## config.mk

```make
export PLATFORM = sky130hd
export DESIGN_NAME = control_sequencer
export DESIGN_NICKNAME = d
export VERILOG_FILES = /design/src/rtl/control_sequencer.sv
export SDC_FILE = /design/constraint.sdc
export NUM_CORES = 1
export LEC_CHECK = 0
export ABC_AREA = 1
export BUFFER_PORTS_ARGS = -buffer_cell sky130_fd_sc_hd__clkbuf_2
export CORE_UTILIZATION = 51
export DETAILED_ROUTE_END_ITERATION = 16
export PLACE_DENSITY = 0.77
export SYNTH_ARGS = -nofsm -noshare
export SYNTH_HDL_FRONTEND = slang
export SYNTH_SLANG_ARGS = --single-unit
export TNS_END_PERCENT = 10
```

## constraint.sdc

```tcl
create_clock -name clock -period 1.45 [get_ports clock]
set_input_delay 0.145 -clock clock [delete_from_list [all_inputs] [get_ports clock]]
set_output_delay 0.145 -clock clock [all_outputs]
set_load 0.005 [all_outputs]
```

## src/rtl/control_sequencer.sv

```systemverilog
// control_sequencer: multi-cycle opcode sequencer stepping EXEC/MEM/WB.
// Drives latched control lines and a phase code; honours datapath stall.
module control_sequencer #(
  parameter int OPCODE_W   = 6,
  parameter int CTRL_W     = 6,
  parameter int MEM_CYCLES = 2
) (
  input  logic                clock,
  input  logic                reset,
  input  logic                io_valid,
  input  logic [OPCODE_W-1:0] io_opcode,
  output logic                io_ready,
  input  logic                io_stall,
  output logic [CTRL_W-1:0]   io_ctrl,
  output logic                io_ctrlValid,
  output logic [1:0]          io_phase,
  output logic                io_busy,
  output logic                io_done,
  output logic                io_illegal,
  output logic                io_halted
);

  localparam logic [2:0] S_IDLE = 3'd0;
  localparam logic [2:0] S_EXEC = 3'd1;
  localparam logic [2:0] S_MEM  = 3'd2;
  localparam logic [2:0] S_WB   = 3'd3;
  localparam logic [2:0] S_HALT = 3'd4;

  localparam logic [3:0] MEM_LD = 4'(MEM_CYCLES - 1);

  logic [2:0]          state_q, state_d;
  logic [3:0]          cnt_q, cnt_d;
  logic [OPCODE_W-1:0] op_q, op_d;
  logic                ill_q, ill_d;

  logic [1:0] cls_in;
  logic [1:0] cls_q;
  logic       accept;
  logic       is_alu, is_mem, is_multi, is_halt;
  logic       active;

  assign cls_in = io_opcode[OPCODE_W-1 -: 2];
  assign cls_q  = op_q[OPCODE_W-1 -: 2];
  assign active = ~reset;

  assign is_alu   = (cls_in == 2'b00);
  assign is_mem   = (cls_in == 2'b01);
  assign is_multi = (cls_in == 2'b10);
  assign is_halt  = &io_opcode;

  assign io_ready = active & (state_q == S_IDLE);
  assign accept   = io_valid & io_ready;

  always_comb begin
    state_d = state_q;
    cnt_d   = cnt_q;
    op_d    = op_q;
    ill_d   = 1'b0;
    unique case (state_q)
      S_IDLE: begin
        if (accept) begin
          op_d = io_opcode;
          unique case (1'b1)
            is_alu, is_mem: begin
              state_d = S_EXEC;
              cnt_d   = 4'd0;
            end
            is_multi: begin
              state_d = S_EXEC;
              cnt_d   = {2'b00, io_opcode[1:0]};
            end
            is_halt: state_d = S_HALT;
            default: ill_d = 1'b1;
          endcase
        end
      end
      S_EXEC: begin
        if (!io_stall) begin
          if (cnt_q == 4'd0) begin
            if (cls_q == 2'b01) begin
              state_d = S_MEM;
              cnt_d   = MEM_LD;
            end else begin
              state_d = S_WB;
              cnt_d   = 4'd0;
            end
          end else begin
            cnt_d = cnt_q - 4'd1;
          end
        end
      end
      S_MEM: begin
        if (!io_stall) begin
          if (cnt_q == 4'd0) begin
            state_d = S_WB;
            cnt_d   = 4'd0;
          end else begin
            cnt_d = cnt_q - 4'd1;
          end
        end
      end
      S_WB: begin
        if (!io_stall) state_d = S_IDLE;
      end
      S_HALT: state_d = S_HALT;
      default: state_d = S_IDLE;
    endcase
  end

  always_ff @(posedge clock) begin
    if (reset) begin
      state_q <= S_IDLE;
      cnt_q   <= 4'd0;
      op_q    <= '0;
      ill_q   <= 1'b0;
    end else begin
      state_q <= state_d;
      cnt_q   <= cnt_d;
      op_q    <= op_d;
      ill_q   <= ill_d;
    end
  end

  logic [CTRL_W-1:0] ctrl_ext;

  if (CTRL_W <= OPCODE_W) begin : g_trunc
    assign ctrl_ext = op_q[CTRL_W-1:0];
  end else begin : g_zext
    assign ctrl_ext = {{(CTRL_W-OPCODE_W){1'b0}}, op_q};
  end

  // Outputs are gated by reset so an abandoned sequence shows nothing.
  logic [1:0] phase_raw;

  always_comb begin
    phase_raw = 2'd0;
    unique case (state_q)
      S_EXEC:  phase_raw = 2'd1;
      S_MEM:   phase_raw = 2'd2;
      S_WB:    phase_raw = 2'd3;
      default: phase_raw = 2'd0;
    endcase
  end

  assign io_busy = active & ((state_q == S_EXEC) |
                             (state_q == S_MEM)  |
                             (state_q == S_WB));
  assign io_phase     = active ? phase_raw : 2'd0;
  assign io_ctrlValid = io_busy & ~io_stall;
  assign io_ctrl      = io_ctrlValid ? ctrl_ext : '0;
  assign io_done      = active & (state_q == S_WB) & ~io_stall;
  assign io_illegal   = active & ill_q;
  assign io_halted    = active & (state_q == S_HALT);

endmodule

```

==> qor.csv, run 1 <==
metric,value,unit
fin area,1230,sq um
peak supply drop,1.27,mV
final net count,195,
syn_area_per_cell,6.15,sq um
Area contributors post-synth,"dfxtp_1 30%, nand2_1 12%, nor2_1 12%",
Placer Congestion,0.895,
post-DP HPWL,1710,microns
DRC,0,
storage element area,292,sq um
Synth top area share,30.4,%
Max-Cap Viols,0,
total track usage,23.7,%
Final period util,98.9,%
Pwr Total,1.88,mW
number of port buffers,23,
Max Slew Vio Count,0,
FP Rows,15,
startpoint types,flip-flop,
# fillers,144,
"Reg clk slew, reported paths",0.09,ns
Synth Flop Type,dfxtp_1,
clock sinks,14,
Iteration-0 DRC Markers,29,
largest net degree at the start of global routing,14,
via count,1063,
routed length on met2,1260,microns
cts hold-fix bufs,0,
WL/cell,11.8,microns
dpl cell area,1070,sq um
Die ar.,1980,sq um
number of synthesized flops with an enable pin,0,
Crit Path Class,flip-flop to primary output,
initial antenna violation count,0,
layout cells sized above 1,35.5,%
worst-path fanout max,6,
drt via density,5.11,
PwrDens,1520,nW/um^2
root buffer cell,clkbuf_4,
Met1 Wirelength,1020,microns
Synth Register Bits,14,
Syn Nets,161,
CTS tree,yes,
Routed Antenna Nets,0,
cts bufs inserted,3,
Die W,44.5,microns
Worst slew margin,74.9,%
RSZ-0062 raised after global routing,true,
CTS H-tree depth,1,
Post-synth top cells,"29 x nand2_1, 29 x nor2_1, 23 x inv_1",
Critical Path RT,1.31,ns
clock latency on the worst-skew pair,0.29,ns
Routed Wire Length,2460,microns
Initial Util,54.0,%
area grow syn2layout,33.5,%
first-pass GRT wire length,3480,microns
IO Count,24,
endpoint class of the critical path,primary output,
final hold vios,0,
Top Metal Used,met4,
gr ovfl total,0,
Final Critical Period,1.43,ns
"area leader, netlist",dfxtp_1,
met3 WL,135,microns
CTS Buffer Depth,2,
core area,1710,sq um
class of the worst hold path,input port to flip-flop,
# diodes,0,
"Async S/R FF share, synth",0,%
Clock Skew,0.00152,ns
crit path DAT,1.29,ns
Pre-antenna DRT Iters,4,
number of global-route vias before repair,870,
area of the multi-input gates,596,sq um
"Distinct cells, synth",22,
Post-Route Utilization,72.1,%
Die Ht,44.5,microns
"Seq/Total Area, Yosys",30.4,%
Post-Syn Area,922,sq um
"Setup violations, final",0,
Syn. warnings,0,
LEAKAGE,0.603,nW
outcome,finished clean,
Worst-Margin Slew,0.376,ns
FMAX,697,MHz
Post-Synthesis Cells,150,
==> logic make-up (layout without fill, tap and decap cells) <==
logic type      count (synthesis)  in the layout  share of synthesized area, %
compound gates                 17             17                          9.77
fa+ha+maj                       1              1                          1.36
buf+inv                        27             60                          11.3
flops                          14             14                          30.4
simple gates                   91             91                          47.2
==> flip-flops by register name (all words and copies together), names as in the netlist <==
| signal | flops |
|---|---|
| ctrl_ext | 6 |
| cnt_q | 4 |
| state_q | 3 |
| ill_q | 1 |
==> cell type report <==
type	instances	area share, %
multi-input combinational	109	48.4
sequential	14	23.7
timing repair buffer	31	14.5
inverter	25	7.93
clock buffer	4	2.95
tap	25	2.54
==> repair_timing <==
| item | 4_1_cts | 5_1_grt |
|---|---|---|
| buffers inserted | 3 | 3 |
| pin swaps | 3 | 2 |
| cloned | 0 | 0 |
| setup endpoints to repair | 11 | 14 |
| resized for setup | 9 | 16 |
| endpoints found under the hold margin | 0 | 0 |
==> cell usage in the layout, fill, tap and decap left out, types with 6 or more instances in the layout <==
cell type and count:
nand2_1 27, nor2_1 25, dfxtp_1 11, nand3_1 11
clkbuf_2 22, inv_1 20, a21oi_1 7, buf_4 7
nand2_2 6, o21ai_0 8
==> routing by layer <==
metal / vias up / GRT usage, %
li1: 541 / -
met4: 0 / 12.1
met1: 473 / 27.3
met2: 39 / 42.4
met3: 10 / 2.86
met5: - / 0
==> metrics by stage <==
stage | worst slack (ns) | setup TNS, ns | hold WS [ns] | cells
final | 0.0160 | 0 | 0.0920 | 208
after global placement | 0.135 | 0 | 0.370 | 198
after floorplan | 0.202 | 0 | 0.217 | 150
after detailed placement | 0.0463 | 0 | 0.381 | 198
after global routing | -0.0497 | -0.183 | 0.107 | 208
after CTS | -0.00524 | -0.00524 | 0.0980 | 205
==> worst max-delay path, stage by stage, from the launching register on <==
cell      delay (ns)
dfxtp_4         0.37
nor2_4          0.09
inv_2           0.06
nor3_4          0.14
inv_2           0.10
nor2_2          0.10
clkbuf_2        0.13
==> final timing paths <==
path	cells past startpoint	startpoint	to	slack (ns)
worst max register to register	9	state_q[2]	state_q[1]	0.05
worst min register to register	2	ctrl_ext[1]	ctrl_ext[1]	0.46
worst max-delay path	6	state_q[2]	io_ctrl[2]	0.02
worst min-delay path	2	reset	state_q[2]	0.09
==> report_power, final <==
part	switching (mW)	total [mW]	internal, mW
Sequential	0.0590	0.531	0.472
Clock	0.141	0.294	0.153
Combinational	0.663	1.05	0.388
Total	0.863	1.88	1.01
Note: power is estimated with default switching activity, not from simulation.
==> run 2: changes to the inputs <==
--- a/config.mk
+++ b/config.mk
@@ -9,7 +9,7 @@
 export BUFFER_PORTS_ARGS = -buffer_cell sky130_fd_sc_hd__clkbuf_2
 export CORE_UTILIZATION = 51
 export DETAILED_ROUTE_END_ITERATION = 16
-export PLACE_DENSITY = 0.77
+export PLACE_DENSITY_LB_ADDON = 0.3
 export SYNTH_ARGS = -nofsm -noshare
 export SYNTH_HDL_FRONTEND = slang
 export SYNTH_SLANG_ARGS = --single-unit
==> constraint.sdc (replaced) <==
create_clock -name clock -period 1.56 [get_ports clock]
set_input_delay 0.156 -clock clock [delete_from_list [all_inputs] [get_ports clock]]
set_output_delay 0.156 -clock clock [all_outputs]
set_load 0.005 [all_outputs]
==> run 2 against run 1 <==
Effect of this change: utilization down 4.2 points; sequential power down 8.9%; global-route usage about the same; register-to-register slack better by 0.16 ns; cell count down 1.9%; clock-buffer cell count unchanged; design area down 5.8%; sequential cell count unchanged; critical endpoint is now io_ctrl[3]; largest cell class unchanged; die area unchanged; worst hold slack better by 0.014 ns; wire length down 13%; via count down 6.2%.
==> qor.csv, run 2 (same netlist as run 1, synthesis figures left out) <==
metric,value,unit,change
Die W,44.5,microns,unchanged
Routed Wire Length,2130,microns,-13%
Initial Util,54.0,%,unchanged
clock sinks,14,,unchanged
WL/cell,10.5,microns,-12%
Iteration-0 DRC Markers,16,,-45%
Crit Path Class,flip-flop to primary output,,
largest net degree at the start of global routing,14,,unchanged
CTS tree,yes,,
Final period util,94.5,%,
clock latency on the worst-skew pair,0.29,ns,about the same
peak supply drop,0.722,mV,-43%
core area,1710,sq um,unchanged
"Reg clk slew, reported paths",0.08,ns,about the same
# fillers,162,,+13%
R2R depth,9,,unchanged
startpoint types,flip-flop,,
final hold vios,0,,unchanged
Max-Cap Viols,0,,unchanged
most frequent cells in the layout,"29 x nand2_1, 23 x nor2_1, 23 x clkbuf_2, 21 x inv_1, 12 x nand3_1",,
number of global-route vias before repair,891,,+2.4%
initial antenna violation count,0,,unchanged
Critical Path RT,1.40,ns,+0.09 ns
total track usage,23.6,%,about the same
Worst R2R Setup Slack,0.21,ns,+0.16 ns
post-DP HPWL,1640,microns,-4.4%
Worst slew margin,77.5,%,+2.6 points
"Setup violations, final",0,,unchanged
Hold EP,state_q[2],,
reg2reg start,cnt_q[0],,
endpoint class of the critical path,primary output,,
Routed Antenna Nets,0,,unchanged
final net count,191,,-2.1%
first-pass GRT wire length,3550,microns,+2.0%
PwrDens,1420,nW/um^2,-7.1%
Die Ht,44.5,microns,unchanged
Post-Route Utilization,67.9,%,-4.2 points
Hold Slack,0.106,ns,+0.0141 ns
CTS Buffer Depth,2,,unchanged
Worst-Margin Slew,0.337,ns,-0.0391 ns
pre-CTS setup slack,0.106,ns,+0.0595 ns
gr ovfl total,0,,unchanged
CTS H-tree depth,1,,unchanged
cts bufs inserted,3,,unchanged
LEAKAGE,0.574,nW,-5.0%
Pre-antenna DRT Iters,4,,unchanged
class of the worst hold path,input port to flip-flop,,
Final Critical Period,1.47,ns,
number of port buffers,23,,unchanged
hold depth,2,,unchanged
DRC,0,,unchanged
setup slack after layout,0.0863,ns,+0.0703 ns
FP Rows,15,,unchanged
Die ar.,1980,sq um,unchanged
TNS Setup,0,ns,unchanged
FMAX,679,MHz,
"most common cell after layout, fill and taps aside",nand2_1,,
crit path DAT,1.32,ns,+0.03 ns
cts hold-fix bufs,0,,unchanged
R2R Path End,state_q[1],,
layout cells sized above 1,31.8,%,-3.7 points
IO Count,24,,unchanged
outcome,finished clean,,
worst-path fanout max,6,,unchanged
Worst Min Path Start,reset,,
Clock Skew,0.00868,ns,+0.00715 ns
# diodes,0,,unchanged
max FFs per register,6,,unchanged
RSZ-0062 raised after global routing,false,,
drt via density,4.89,,-4.4%
via count,997,,-6.2%
Placer Congestion,0.860,,-4.0%
Max Slew Vio Count,0,,unchanged
root buffer cell,clkbuf_4,,
area grow syn2layout,25.8,%,
[run 2: changes by cell type in the layout (fill, tap and decap cells not counted), moves of 2 or more]
cell     change
nor2_2       +4
nor2_4       -2
nand2_2      -2
nor2_1       -2
nand2_1      +2
buf_4        -3
[run 2: report_power, final]
group          switching (mW)  internal, mW
sequential             0.0480         0.436
combinational           0.558         0.326
clock                   0.130         0.142
total                   0.736         0.905
[run 2: cell type report]
class | count | area [sq um] | share of cell area [%]
timing repair buffer | 27 | 145 | 12.5
inverter | 25 | 93.8 | 8.09
tap | 25 | 31.3 | 2.70
multi-input combinational | 109 | 564 | 48.7
clock buffer | 4 | 36.3 | 3.13
sequential | 14 | 289 | 24.9
[run 2: routing by layer]
metal / vias up / track usage, % / wire length [microns]
met5: - / 0 / 0
met4: 0 / 7.27 / 23
met3: 3 / 3.67 / 72
met2: 20 / 42.1 / 1060
met1: 440 / 28.9 / 976
li1: 534 / - / -
[run 2: through the flow]
stage / cells / power, mW / instance area, sq um
6_report: 204 / 1.64 / 1160
5_1_grt: 204 / 1.79 / 1160
4_1_cts: 204 / 1.63 / 1140
3_5_place_dp: 198 / 1.34 / 1070
3_3_place_gp: 198 / 1.31 / 1070
2_1_floorplan: 150 / 1.13 / 922
[run 2: how the worst max path moves through the flow]
stage / cells after the start / start / slack, ns / end
after detailed placement: 6 / state_q[2] / 0.11 / io_ctrl[1]
after global placement: 9 / state_q[0] / 0.24 / state_q[1]
after floorplan: 9 / cnt_q[0] / 0.31 / state_q[1]
after CTS: 6 / state_q[2] / 0.02 / io_ctrl[3]
after global routing: 6 / state_q[2] / 0.002 / io_ctrl[1]
final: 6 / state_q[2] / 0.09 / io_ctrl[3]
[run 2: worst max-delay path, cell delays in order (launching register included)]
cell and delay [ns]:
dfxtp_4 0.38, nor2_4 0.10, inv_2 0.08, nor3_4 0.13
inv_2 0.12, nor2_2 0.11, clkbuf_2 0.12
[run 2: timing repair]
action	CTS	global route
pin swaps	2	1
buffers inserted	2	0
endpoints found under the setup margin	6	6
gates resized for setup	8	7
==> run 3: changes to the inputs <==
--- a/config.mk
+++ b/config.mk
@@ -7,7 +7,7 @@
 export LEC_CHECK = 0
 export ABC_AREA = 1
 export BUFFER_PORTS_ARGS = -buffer_cell sky130_fd_sc_hd__clkbuf_2
-export CORE_UTILIZATION = 51
+export CORE_UTILIZATION = 34
 export DETAILED_ROUTE_END_ITERATION = 16
 export PLACE_DENSITY_LB_ADDON = 0.3
 export SYNTH_ARGS = -nofsm -noshare
==> run 3 against run 2 <==
Effect of this change: power up 0.31%; register-to-register slack lost 0.07 ns; utilization fell by 21 points; cell count is 3.9% higher; maximum frequency down 3.5%; sequential cell count stayed put; combinational power up 1%; first-iteration DRC count is 25% lower; clock-buffer cell count unchanged; wire length is 6.2% higher; highest routed layer is now met3.
==> qor.csv, run 3 (same netlist as run 1, synthesis figures left out) <==
metric,value,unit,change
outcome,finished clean,,
root buffer cell,clkbuf_4,,
gr ovfl total,0,,unchanged
met2 Use GR,30.9,%,-11 points
R2R depth,8,,-1
LEAKAGE,0.591,nW,+3.1%
Crit Path Class,flip-flop to primary output,,
final hold vios,0,,unchanged
endpoint class of the critical path,primary output,,
number of global-route vias before repair,931,,+4.5%
Iteration-0 DRC Markers,12,,-4
initial antenna violation count,0,,unchanged
FP Rows,18,,+3
crit path DAT,1.37,ns,+0.05 ns
via count,998,,+0.10%
"Setup violations, final",0,,unchanged
Placer Congestion,0.852,,-0.90%
post-DP HPWL,1700,microns,+4.0%
fin area,1180,sq um,+1.8%
Final Critical Period,1.53,ns,+0.0542 ns
first-pass GRT wire length,3810,microns,+7.4%
reg2reg start,state_q[2],,
Placed Cells incl. Taps,203,,+2.5%
"most common cell after layout, fill and taps aside",nand2_1,,
TNS Setup,0,ns,unchanged
startpoint types,flip-flop,,
"Reg clk slew, reported paths",0.08,ns,about the same
# diodes,0,,unchanged
met1 Use GR,21.9,%,-7.1 points
setup slack after layout,0.0321,ns,-0.0542 ns
Max-Cap Viols,0,,unchanged
R2R Path End,cnt_q[0],,
Die Ht,54.1,microns,+21%
CTS H-tree depth,1,,unchanged
Routed Wire Length,2270,microns,+6.2%
Max Slew Vio Count,0,,unchanged
met3 Use GR,5.08,%,+1.4 points
CTS tree,yes,,
final net count,194,,+1.6%
FMAX,655,MHz,-3.5%
Die W,54.1,microns,+21%
Hold Slack,0.123,ns,+0.0165 ns
crit-path cells,nor2_4 -> inv_4 -> nor3_4 -> inv_2 -> nor2_1 -> buf_2,,
number of port buffers,23,,unchanged
CP startpoint,state_q[2],,
Worst R2R Setup Slack,0.14,ns,-0.07 ns
area grow syn2layout,28.1,%,
crit path capture,io_ctrl[5],,
Final period util,97.9,%,+3.5 points
Pre-antenna DRT Iters,4,,unchanged
worst-path fanout max,6,,unchanged
Clock Skew,0.00667,ns,-0.00200 ns
Die ar.,2920,sq um,+48%
WL/cell,10.7,microns,+2.2%
core area,2520,sq um,+48%
Worst slew margin,74.4,%,-3.1 points
peak supply drop,0.795,mV,+10%
"slowest stage delay, CP",0.37,ns,about the same
CTS Buffer Depth,2,,unchanged
layout cells sized above 1,31.3,%,-0.52 points
Post-Layout Cell Count,212,,+3.9%
dpl cell area,1080,sq um,+0.58%
Routed Antenna Nets,0,,unchanged
pre-CTS setup slack,0.112,ns,+0.00666 ns
drt via density,4.71,,-3.7%
most frequent cells in the layout,"29 x nand2_1, 26 x nor2_1, 21 x inv_1, 21 x clkbuf_2, 12 x nand3_1",,
IO Count,24,,unchanged
class of the worst hold path,input port to flip-flop,,
clock latency on the worst-skew pair,0.28,ns,about the same
cts hold-fix bufs,0,,unchanged
Crit-path slowest cell,dfxtp_4,,
DRC,0,,unchanged
Initial Util,36.6,%,-17 points
PwrDens,1390,nW/um^2,-1.5%
max FFs per register,6,,unchanged
RSZ-0062 raised after global routing,true,,
total track usage,17.9,%,-5.7 points
largest net degree at the start of global routing,14,,unchanged
Worst-Margin Slew,0.383,ns,+0.0465 ns
Critical Path RT,1.40,ns,about the same
clock sinks,14,,unchanged
cts bufs inserted,3,,unchanged
GRT busiest layer,met2,,
run 3: repair_timing:
action | in CTS | in global routing
pin swaps | 1 | 3
gates resized for setup | 5 | 9
endpoints found under the setup margin | 6 | 6
hold endpoints to repair | 0 | 0
setup buffers | 1 | 4
run 3: layout make-up:
| class | count | area (sq um) |
|---|---|---|
| sequential | 14 | 287 |
| fill | 285 | 1340 |
| multi-input combinational | 109 | 557 |
| tap | 30 | 37.5 |
| timing repair buffer | 30 | 168 |
| inverter | 25 | 96.3 |
| clock buffer | 4 | 36.3 |
run 3: metal layers:
metal	routed length, microns	vias up
li1	-	538
met1	1130	436
met2	1020	24
met3	117	0
met4	0	0
met5	0	-
run 3: how the worst min path moves through the flow:
stage | from | to | slack, ns | depth (start not counted)
4_1_cts | reset | state_q[2] | 0.09 | 2
3_5_place_dp | reset | state_q[2] | 0.39 | 2
6_report | reset | state_q[2] | 0.12 | 2
2_1_floorplan | reset | state_q[2] | 0.23 | 1
3_3_place_gp | reset | state_q[2] | 0.38 | 2
5_1_grt | reset | state_q[2] | 0.12 | 2
run 3: critical path: cells and delay by family (launching register included):
kind	cells	cell delay, ns
simple gates	3	0.45
flops	1	0.37
buf+inv	3	0.27
run 3: metrics by stage:
| stage | util, % | power [mW] |
|---|---|---|
| after floorplan | - | 1.13 |
| after global placement | 42.8 | 1.32 |
| after detailed placement | 42.8 | 1.35 |
| after CTS | 44.9 | 1.64 |
| after global routing | 46.8 | 1.81 |
| final | 46.8 | 1.65 |
run 3: where the power goes:
group          internal, mW  leakage, nW  switching (mW)
combinational         0.329        0.454           0.569
clock                 0.142       0.0210           0.124
sequential            0.433        0.116          0.0487
total                 0.905        0.591           0.741
